## config.mk

```make
export PLATFORM = sky130hd
export DESIGN_NAME = seg7_to_hex_monitor
export DESIGN_NICKNAME = d
export VERILOG_FILES = /design/src/rtl/seg7_pkg.sv /design/src/rtl/seg7_pattern_to_nibble.sv /design/src/rtl/seg7_to_hex_monitor.sv
export SDC_FILE = /design/constraint.sdc
export NUM_CORES = 1
export LEC_CHECK = 0
export BUFFER_PORTS_ARGS = -buffer_cell sky130_fd_sc_hd__buf_2
export CAP_MARGIN = 30
export CELL_PAD_IN_SITES_DETAIL_PLACEMENT = 0
export CELL_PAD_IN_SITES_GLOBAL_PLACEMENT = 1
export CORE_ASPECT_RATIO = 0.6
export CORE_MARGIN = 10
export CORE_UTILIZATION = 51
export DETAILED_ROUTE_END_ITERATION = 8
export GPL_TIMING_DRIVEN = 0
export HOLD_SLACK_MARGIN = 0.05
export PLACE_DENSITY_LB_ADDON = 0.2
export SLEW_MARGIN = 25
export SYNTH_ARGS = -nofsm -noshare
export SYNTH_HDL_FRONTEND = slang
export SYNTH_SLANG_ARGS = --single-unit
```

## constraint.sdc

```tcl
create_clock -name clk_i -period 5.5 [get_ports clk_i]
set_input_delay 1.1 -clock clk_i [delete_from_list [all_inputs] [get_ports clk_i]]
set_output_delay 1.1 -clock clk_i [all_outputs]
set_load 0.005 [all_outputs]
```

## src/rtl/seg7_pkg.sv

```systemverilog
// Shared active-low 7-segment encoding (bit0=a .. bit6=g) used by the display
// driver and by seg7_to_hex_monitor.
package seg7_pkg;

  typedef enum logic [2:0] {
    SEG_BIT_A = 3'd0,
    SEG_BIT_B = 3'd1,
    SEG_BIT_C = 3'd2,
    SEG_BIT_D = 3'd3,
    SEG_BIT_E = 3'd4,
    SEG_BIT_F = 3'd5,
    SEG_BIT_G = 3'd6
  } seg_bit_e;

  localparam logic [6:0] SEG_0     = 7'b100_0000;
  localparam logic [6:0] SEG_1     = 7'b111_1001;
  localparam logic [6:0] SEG_2     = 7'b010_0100;
  localparam logic [6:0] SEG_3     = 7'b011_0000;
  localparam logic [6:0] SEG_4     = 7'b001_1001;
  localparam logic [6:0] SEG_5     = 7'b001_0010;
  localparam logic [6:0] SEG_6     = 7'b000_0010;
  localparam logic [6:0] SEG_7     = 7'b111_1000;
  localparam logic [6:0] SEG_8     = 7'b000_0000;
  localparam logic [6:0] SEG_9     = 7'b001_0000;
  localparam logic [6:0] SEG_A     = 7'b000_1000;
  localparam logic [6:0] SEG_B     = 7'b000_0011;
  localparam logic [6:0] SEG_C     = 7'b100_0110;
  localparam logic [6:0] SEG_D     = 7'b010_0001;
  localparam logic [6:0] SEG_E     = 7'b000_0110;
  localparam logic [6:0] SEG_F     = 7'b000_1110;
  localparam logic [6:0] SEG_BLANK = 7'h7F;

  typedef struct packed {
    logic       legal;
    logic       blank;
    logic [3:0] code;
  } seg7_dec_t;

endpackage

```

## src/rtl/seg7_pattern_to_nibble.sv

```systemverilog
// Combinational inverse lookup: active-low segment pattern -> {legal, blank, code}.
module seg7_pattern_to_nibble
  import seg7_pkg::*;
(
  input  logic [6:0] i_pattern,
  output seg7_dec_t  o_dec
);

  always_comb begin
    // NOTE: a full default before the case keeps every path assigned, so no latch is inferred.
    o_dec = '0;
    unique case (i_pattern)
      SEG_0:     o_dec = '{legal: 1'b1, blank: 1'b0, code: 4'h0};
      SEG_1:     o_dec = '{legal: 1'b1, blank: 1'b0, code: 4'h1};
      SEG_2:     o_dec = '{legal: 1'b1, blank: 1'b0, code: 4'h2};
      SEG_3:     o_dec = '{legal: 1'b1, blank: 1'b0, code: 4'h3};
      SEG_4:     o_dec = '{legal: 1'b1, blank: 1'b0, code: 4'h4};
      SEG_5:     o_dec = '{legal: 1'b1, blank: 1'b0, code: 4'h5};
      SEG_6:     o_dec = '{legal: 1'b1, blank: 1'b0, code: 4'h6};
      SEG_7:     o_dec = '{legal: 1'b1, blank: 1'b0, code: 4'h7};
      SEG_8:     o_dec = '{legal: 1'b1, blank: 1'b0, code: 4'h8};
      SEG_9:     o_dec = '{legal: 1'b1, blank: 1'b0, code: 4'h9};
      SEG_A:     o_dec = '{legal: 1'b1, blank: 1'b0, code: 4'hA};
      SEG_B:     o_dec = '{legal: 1'b1, blank: 1'b0, code: 4'hB};
      SEG_C:     o_dec = '{legal: 1'b1, blank: 1'b0, code: 4'hC};
      SEG_D:     o_dec = '{legal: 1'b1, blank: 1'b0, code: 4'hD};
      SEG_E:     o_dec = '{legal: 1'b1, blank: 1'b0, code: 4'hE};
      SEG_F:     o_dec = '{legal: 1'b1, blank: 1'b0, code: 4'hF};
      SEG_BLANK: o_dec = '{legal: 1'b0, blank: 1'b1, code: 4'h0};
      default:   o_dec = '0;
    endcase
  end

endmodule

```

## src/rtl/seg7_to_hex_monitor.sv

```systemverilog
// Recovers hex codes from a multiplexed active-low 7-segment bus with per-digit
// stability qualification. Optional error counter: define SEG7_MON_ERRCNT_EN.
module seg7_to_hex_monitor
  import seg7_pkg::*;
#(
  parameter int DIGITS     = 4,
  parameter int STABLE_CNT = 3
) (
  input  logic                  clk_i,
  input  logic                  arstn_i,
  input  logic [6:0]            hex_i,
  input  logic [DIGITS-1:0]     dig_sel_i,
  input  logic                  strobe_i,
  output logic [4*DIGITS-1:0]   kod_o,
  output logic [DIGITS-1:0]     valid_o,
  output logic [DIGITS-1:0]     blank_o,
  output logic                  err_o
`ifdef SEG7_MON_ERRCNT_EN
  ,
  output logic [7:0]            err_cnt_o
`endif
);

  localparam logic [3:0] CNT_MAX = 4'(STABLE_CNT);

  logic [6:0]          r_last [DIGITS];
  logic [3:0]          r_cnt  [DIGITS];
  logic [4*DIGITS-1:0] r_kod;
  logic [DIGITS-1:0]   r_valid;
  logic [DIGITS-1:0]   r_blank;
  logic                r_err;

  logic                w_sel_ok;
  logic [DIGITS-1:0]   w_match;
  seg7_dec_t           w_dec;

  // Exactly one bit set: non-zero and clearing the lowest set bit leaves nothing.
  assign w_sel_ok = (dig_sel_i != '0) &&
                    ((dig_sel_i & (dig_sel_i - DIGITS'(1))) == '0);

  always_comb begin
    w_match = '0;
    for (int n = 0; n < DIGITS; n++) begin
      w_match[n] = (hex_i == r_last[n]);
    end
  end

  // On acceptance the bus equals the stored pattern, so hex_i can be decoded directly.
  seg7_pattern_to_nibble u_decode (
    .i_pattern (hex_i),
    .o_dec     (w_dec)
  );

  always_ff @(posedge clk_i or negedge arstn_i) begin
    if (!arstn_i) begin
      // NOTE: the history arrays are only DIGITS entries of flops, so they are reset like any other state.
      for (int n = 0; n < DIGITS; n++) begin
        r_last[n] <= SEG_BLANK;
        r_cnt[n]  <= '0;
      end
      r_kod   <= '0;
      r_valid <= '0;
      r_blank <= '0;
      r_err   <= 1'b0;
    end else begin
      // NOTE: non-blocking assignments so every register updates from pre-edge values.
      r_err <= 1'b0;
      if (strobe_i) begin
        if (!w_sel_ok) begin
          r_err <= 1'b1;
        end else begin
          for (int n = 0; n < DIGITS; n++) begin
            if (dig_sel_i[n]) begin
              if (w_match[n]) begin
                if (r_cnt[n] != CNT_MAX) r_cnt[n] <= r_cnt[n] + 4'd1;
                // Accept only on the transition into CNT_MAX, never while saturated.
                if (r_cnt[n] == CNT_MAX - 4'd1) begin
                  if (w_dec.legal) begin
                    r_kod[4*n +: 4] <= w_dec.code;
                    r_valid[n]      <= 1'b1;
                    r_blank[n]      <= 1'b0;
                  end else if (w_dec.blank) begin
                    r_valid[n] <= 1'b0;
                    r_blank[n] <= 1'b1;
                  end else begin
                    r_valid[n] <= 1'b0;
                    r_blank[n] <= 1'b0;
                    r_err      <= 1'b1;
                  end
                end
              end else begin
                r_last[n] <= hex_i;
                r_cnt[n]  <= 4'd1;
              end
            end
          end
        end
      end
    end
  end

  assign kod_o   = r_kod;
  assign valid_o = r_valid;
  assign blank_o = r_blank;
  assign err_o   = r_err;

`ifdef SEG7_MON_ERRCNT_EN
  logic [7:0] r_err_cnt;

  always_ff @(posedge clk_i or negedge arstn_i) begin
    if (!arstn_i) begin
      r_err_cnt <= '0;
    end else if (r_err && (r_err_cnt != 8'hFF)) begin
      r_err_cnt <= r_err_cnt + 8'd1;
    end
  end

  assign err_cnt_o = r_err_cnt;
`endif

endmodule
```

==> results by group, run 1 <==
Timing
  • Worst-margin pin slew: 917 ps
  • Part of the cycle the worst path needs: 56.3%
  • Fin. Hold Viols: 0
  • Final Slew Violations: 0
  • Fin crit period: 3100 ps
  • Slew headroom: 38.7%
  • Final setup TNS: 0 ps
  • Final hold slack: 471 ps
  • Worst clock skew: 8.19 ps
  • Fmax achieved: 0.323 GHz
  • RSZ-0062 raised after global routing: false
  • # setup viols final: 0

Floorplan
  • Chip Width: 133 um
  • Die height: 88.0 um
  • Core Box Area: 7390 um2
  • Initial Util: 53.2%
  • I/O pin cnt: 39
  • Row cnt: 24
  • Die area: 11,700 um2

Synth
  • Synthesized Nets: 363
  • Register area share after synthesis: 44.8%
  • Ys async rst share: 100%
  • Synth Area per Inst: 11.5 um2
  • Yosys cell types: 58
  • Top_reg_cell synth: dfrtp_1
  • Seq cells post-synth: 69
  • Post-Synthesis Cell Area: 3930 um2
  • Post-Synthesis Cells: 341
  • Post-synth EDFFs: 0
  • Yosys warnings: 0

Detailed routing
  • Final WL: 9.23 mm
  • DR vias/cell: 5.73
  • Initial DRC count: 264
  • Met3 Routed Length: 627 um
  • Highest Signal Layer: met4
  • # DRC: 0
  • First-pass DRT Iterations: 4
  • Detailed-route wire length on metal 1: 4.66 mm
  • Wire per inst: 18.5 um
  • Total number of vias: 2,855
  • DRT antenna net count: 0
  • Routed wl met2: 3.87 mm

Power and ir drop
  • Pint: 0.00104 W
  • Clock share of power: 38.4%
  • Sequential group share of total power: 46.4%
  • Psw: 0.000345 W
  • Peak supply drop: 0.000267 V
  • Fraction of power spent switching nets: 24.9%
  • Power share of the combinational group: 15.1%
  • Leakage: 1.97 nW
  • P per Cell Area: 305 nW/um2

CTS
  • Post_cts resized: 0
  • Root buffer cell: clkbuf_16
  • TritonCTS clock tree: built
  • Clock slew at reported path FFs: 60 ps
  • Clock buffer count from CTS: 9
  • TritonCTS Sinks: 69
  • Clk_lat worst skew: 330 ps
  • Hold_buf cts: 0
  • Post-CTS setup buffers: 0
  • Clock buffer depth: 2
  • Clock H-tree levels: 3

Worst hold path
  • Worst min path class: flop to flop
  • Worst Hold Depth: 1
  • Min-delay src: valid_o[1]$_DFFE_PN0P_
  • WHS Endpoint: valid_o[1]$_DFFE_PN0P_

Placed design
  • Gpl congestion: 0.834
  • IO Port Bufs: 36
  • Detailed Place HPWL: 6.84 mm

Global route
  • Initial antenna violation count: 0
  • Wire length of the first global-routing pass: 15.4 mm
  • Remaining global-route overflow: 0
  • Largest net degree at the start of global routing: 49
  • Vias in the first global route: 2,933
  • Total track usage: 16.6%

Layout
  • Synth-to-Final Area Change: 15.6%
  • Nets: 411
  • Layout cells sized above 1: 39.1%
  • Ant diodes: 0

Worst setup path
  • CP Class: input pin to flop
  • CP required: 5710 ps
  • Setup crit end kind: flop
  • Crit-path most repeated cell: buf_2
  • Critical path's slowest cell: a211oi_2
  • Crit path largest cell delay: 770 ps
  • Setup slack, reg-to-reg: 2960 ps
  • CP max FO: 10
  • WP buf/inv: 3
  • Critical Path, Cell by Cell: buf_2 -> buf_4 -> buf_2 -> mux2i_1 -> a211oi_2 -> o21ai_1 -> mux2_2
  • R2r startpoint: r_cnt[0]$_DFFE_PN0P_
  • Worst EP arrival: 3310 ps
  • Register-to-Register Path Depth: 7
  • CP top delay family: compound AO/OA/AOI/OAI gates
  • CP Launch Type: input pin
  • Worst reg2reg path endpoint: kod_o[14]$_DFFE_PN0P_

Status
  • Outcome: finished clean

Job
  • Max-cap check violation count: 0
-- how the worst max path moves through the flow --
| stage | startpoint | depth (start not counted) | end | slack, ps |
|---|---|---|---|---|
| finish | hex_i[1] | 7 | kod_o[3]$_DFFE_PN0P_ | 2400 |
| global route | hex_i[1] | 7 | kod_o[15]$_DFFE_PN0P_ | 2280 |
| CTS | hex_i[1] | 7 | kod_o[3]$_DFFE_PN0P_ | 2460 |
| detailed placement | hex_i[1] | 7 | kod_o[15]$_DFFE_PN0P_ | 2130 |
| global placement | hex_i[1] | 7 | kod_o[15]$_DFFE_PN0P_ | 2150 |
| floorplan | hex_i[5] | 6 | kod_o[12]$_DFFE_PN0P_ | 2510 |
-- cell type report --
cell class / count / area [um2]
fill: 650 / 2840
multi-input combinational: 245 / 2030
sequential: 69 / 1760
clock buffer: 15 / 268
timing repair buffer: 37 / 210
tap: 104 / 130
buffer: 17 / 103
inverter: 10 / 37.5
clock inverter: 1 / 5.00
-- flip-flops by register name, indices dropped and copies added (netlist names) --
signal / cells
blank_o: 4
err_o: 1
kod_o: 16
r_cnt: 16
r_last: 28
valid_o: 4
-- power groups by stage --
stage                     clock (W)  sequential (W)  combinational [W]
after global routing       0.000561        0.000651           0.000230
after global placement            0        0.000646           0.000201
final                      0.000532        0.000643           0.000209
after CTS                  0.000541        0.000643           0.000210
after floorplan                   0        0.000642           0.000157
after detailed placement          0        0.000651           0.000209
-- cells in the mapped netlist (8+ instances only) --
library cell / count / share of area (%)
mux2_2: 47 / 13
dfrtp_1: 41 / 26
dfstp_2: 28 / 19
xnor2_1: 27 / 6.0
nand2_1: 16 / 1.5
a21o_1: 10 / 1.9
inv_1: 10 / 0.96
nor2_1: 10 / 0.96
o21ai_0: 10 / 1.3
a21oi_1: 9 / 1.1
ha_1: 8 / 2.5
nand3_1: 8 / 1.0
nor3_1: 8 / 1.0
-- cell usage in the layout, fill, tap and decap left out, types with 5 or more instances in the layout --
| cell | netlist | routed |
|---|---|---|
| nor2_1 | 10 | 10 |
| o21ai_0 | 10 | 10 |
| a21o_1 | 10 | 10 |
| ha_1 | 8 | 8 |
| nand2_1 | 16 | 16 |
| dfstp_2 | 28 | 28 |
| dfrtp_1 | 41 | 41 |
| a21oi_1 | 9 | 9 |
| inv_1 | 10 | 10 |
| mux2_2 | 47 | 47 |
| clkbuf_1 | 4 | 8 |
| clkbuf_16 | 0 | 9 |
| nand4_1 | 7 | 7 |
| buf_2 | 7 | 42 |
| nand3_1 | 8 | 8 |
| nor3_1 | 8 | 8 |
| xnor2_1 | 27 | 27 |
| nand4b_1 | 5 | 5 |
| nor4_1 | 7 | 7 |
| a2111o_1 | 5 | 5 |
-- metal layers --
metal	vias to the layer above	global-route usage, %
met5	-	0
met1	1404	23.3
li1	1367	-
met4	0	4.72
met2	76	24.2
met3	8	5.09
-- worst reg2reg max path, stage by stage, from the launching register on --
cell and delay [ps]:
dfrtp_1 420, inv_1 70, ha_1 140, nand4bb_1 110, or4_4 550, a2111o_1 460
a31oi_4 290, mux2_2 380
-- cell families after synthesis --
| logic type | count (synthesis) | synth area share, % |
|---|---|---|
| and+or+nand+nor | 94 | 14.6 |
| DFF | 69 | 44.8 |
| AOI/OAI and AO/OA | 64 | 13.8 |
| muxes | 48 | 13.7 |
| xor gates and xnor gates | 31 | 6.91 |
| buffers and inverters | 27 | 3.57 |
| adders and majority gates | 8 | 2.55 |
-- per-stage QoR --
step | instances | instance area (um2) | setup WS (ps) | power [W] | util, %
6_report | 498 | 4540 | 2400 | 0.00138 | 61.5
5_1_grt | 498 | 4540 | 2280 | 0.00144 | 61.5
4_1_cts | 498 | 4540 | 2460 | 0.00139 | 61.5
3_5_place_dp | 482 | 4270 | 2130 | 0.000860 | 57.8
3_3_place_gp | 481 | 4240 | 2150 | 0.000848 | 57.4
2_1_floorplan | 341 | 3930 | 2510 | 0.000799 | -
(Power assumes the default switching activity.)
==> inputs of run 2 (changes only) <==
--- a/config.mk
+++ b/config.mk
@@ -11,7 +11,7 @@
 export CELL_PAD_IN_SITES_GLOBAL_PLACEMENT = 1
 export CORE_ASPECT_RATIO = 0.6
 export CORE_MARGIN = 10
-export CORE_UTILIZATION = 51
+export CORE_UTILIZATION = 43
 export DETAILED_ROUTE_END_ITERATION = 8
 export GPL_TIMING_DRIVEN = 0
 export HOLD_SLACK_MARGIN = 0.05
==> constraint.sdc (replaced) <==
create_clock -name clk_i -period 2.8 [get_ports clk_i]
set_input_delay 0.56 -clock clk_i [delete_from_list [all_inputs] [get_ports clk_i]]
set_output_delay 0.56 -clock clk_i [all_outputs]
set_load 0.005 [all_outputs]
==> run 2 against run 1 <==
Effect of this change: sequential share of layout area fell by 0.54 points; first-iteration DRC count is 17% lower; register-to-register slack worse by 2700 ps; setup slack worse by 2100 ps; clock power is 130% higher; power rose by 110%; cell count up 1.6%; clock skew decreased by 2.1 ps; die area up 15%; utilization fell by 8.7 points; largest cell class unchanged; largest power group unchanged.
==> results by group, run 2 (synthesized netlist as in run 1, its figures left out) <==
Layout
  • Nets: 411
  • Layout cells sized above 1: 39.8%
  • Synth-to-Final Area Change: 17.2%
  • Largest Register: r_last
  • Ant diodes: 0
  • Commonest non-fill, non-tap cell in the layout: mux2_2
  • Max reg flops: 28
  • Commonest non-fill, non-tap cells in the layout: mux2_2, buf_2, dfrtp_1

CTS
  • Hold_buf cts: 0
  • Root buffer cell: clkbuf_16
  • Post-CTS setup buffers: 0
  • Clock slew at reported path FFs: 60 ps
  • TritonCTS clock tree: built
  • TritonCTS Sinks: 69
  • Clock buffer count from CTS: 9
  • Clock buffer depth: 2
  • Post_cts resized: 0
  • Clk_lat worst skew: 340 ps
  • Clock H-tree levels: 3

Power and ir drop
  • Leakage: 2.00 nW
  • Peak supply drop: 0.000354 V
  • P per Cell Area: 635 nW/um2

Worst setup path
  • CP required: 3020 ps
  • CP Class: input pin to flop
  • Critical path's slowest cell: a211oi_2
  • Crit-path most repeated cell: buf_2
  • Worst EP arrival: 2740 ps
  • Setup slack, reg-to-reg: 290 ps
  • Setup crit end kind: flop
  • CP Launch Type: input pin
  • Crit path largest cell delay: 730 ps
  • CP max FO: 10
  • Critical Path, Cell by Cell: buf_2 -> buf_4 -> buf_2 -> mux2i_1 -> a211oi_2 -> o21ai_1 -> mux2_2

Placed design
  • Detailed Place HPWL: 7.26 mm
  • IO Port Bufs: 36
  • Worst slack at placement: -50.1 ps
  • Gpl congestion: 0.829

Floorplan
  • I/O pin cnt: 39
  • Chip Width: 143 um
  • Die area: 13,500 um2
  • Initial Util: 45.1%
  • Die height: 94.1 um
  • Core Box Area: 8720 um2
  • Row cnt: 26

Detailed routing
  • # DRC: 0
  • Total number of vias: 2,829
  • Final WL: 9.68 mm
  • DR vias/cell: 5.59
  • Initial DRC count: 219
  • Wire per inst: 19.1 um
  • First-pass DRT Iterations: 4
  • DRT antenna net count: 0

Global route
  • Vias in the first global route: 2,906
  • Total track usage: 15.3%
  • Initial antenna violation count: 0
  • Remaining global-route overflow: 0
  • Largest net degree at the start of global routing: 47
  • Wire length of the first global-routing pass: 16.0 mm
  • Busiest grt layer: met1
  • Met2 Use GR: 20.6%
  • GR Util met1: 22.4%
  • GRT met3 Usage: 4.49%

Timing
  • Fin. Hold Viols: 0
  • Worst clock skew: 6.13 ps
  • Fin crit period: 2520 ps
  • Part of the cycle the worst path needs: 90.0%
  • Final setup TNS: 0 ps
  • Fmax achieved: 0.397 GHz
  • Final Slew Violations: 0
  • RSZ-0062 raised after global routing: false
  • Slew headroom: 38.1%
  • # setup viols final: 0
  • Final Worst Setup Slack: 281 ps
  • Worst-margin pin slew: 928 ps

Worst hold path
  • Worst min path class: input pin to asynchronous set/reset pin

Status
  • Outcome: finished clean

Job
  • Max-cap check violation count: 0
-- run 2: area by class of cell --
| type | count | area, um2 |
|---|---|---|
| plain buffers | 17 | 103 |
| clock buffers | 12 | 256 |
| clock inverters | 4 | 70.1 |
| fillers | 797 | 4110 |
| inverters | 10 | 37.5 |
| multi-input cells | 245 | 2030 |
| flip-flops and latches | 69 | 1760 |
| well taps | 112 | 140 |
| repair buffers | 37 | 210 |
-- run 2: critical path, delay by kind of cell --
| kind | cells | cell delay, ps |
|---|---|---|
| AOI/OAI and AO/OA | 2 | 1050 |
| buffers and inverters | 3 | 640 |
| muxes | 2 | 480 |
-- run 2: metal layers --
metal	part of all wire (%)	up-vias	wire length, um
met5	0	-	0
met4	1.4	0	138
met3	6.0	12	578
met2	41	55	3960
met1	52	1397	5000
li1	-	1365	-
-- run 2: power by group --
group	switching, W	internal (W)
Combinational	0.000208	0.000207
Sequential	0.0000749	0.00119
Clock	0.000425	0.000825
-- run 2: metrics by stage --
stage	util, %	cell area (um2)	instances	hold slack, ps	power, W
floorplan	-	3930	341	264	0.00157
global placement	48.8	4250	489	459	0.00167
detailed placement	49.1	4280	490	467	0.00169
CTS	52.8	4610	506	126	0.00296
global route	52.8	4610	506	137	0.00305
finish	52.8	4610	506	119	0.00293
-- run 2: worst paths after layout --
kind                                           to  cells past startpoint                    from
max                         kod_o[15]$_DFFE_PN0P_                      7                hex_i[1]
min                         r_cnt[14]$_DFFE_PN0P_                      1                 arstn_i
max reg2reg                 kod_o[13]$_DFFE_PN0P_                      7    r_cnt[0]$_DFFE_PN0P_
min reg2reg                valid_o[1]$_DFFE_PN0P_                      1  valid_o[1]$_DFFE_PN0P_
max in group asynchronous   r_last[4]$_DFFE_PN1P_                      2                 arstn_i
min in group clk_i         valid_o[1]$_DFFE_PN0P_                      1  valid_o[1]$_DFFE_PN0P_
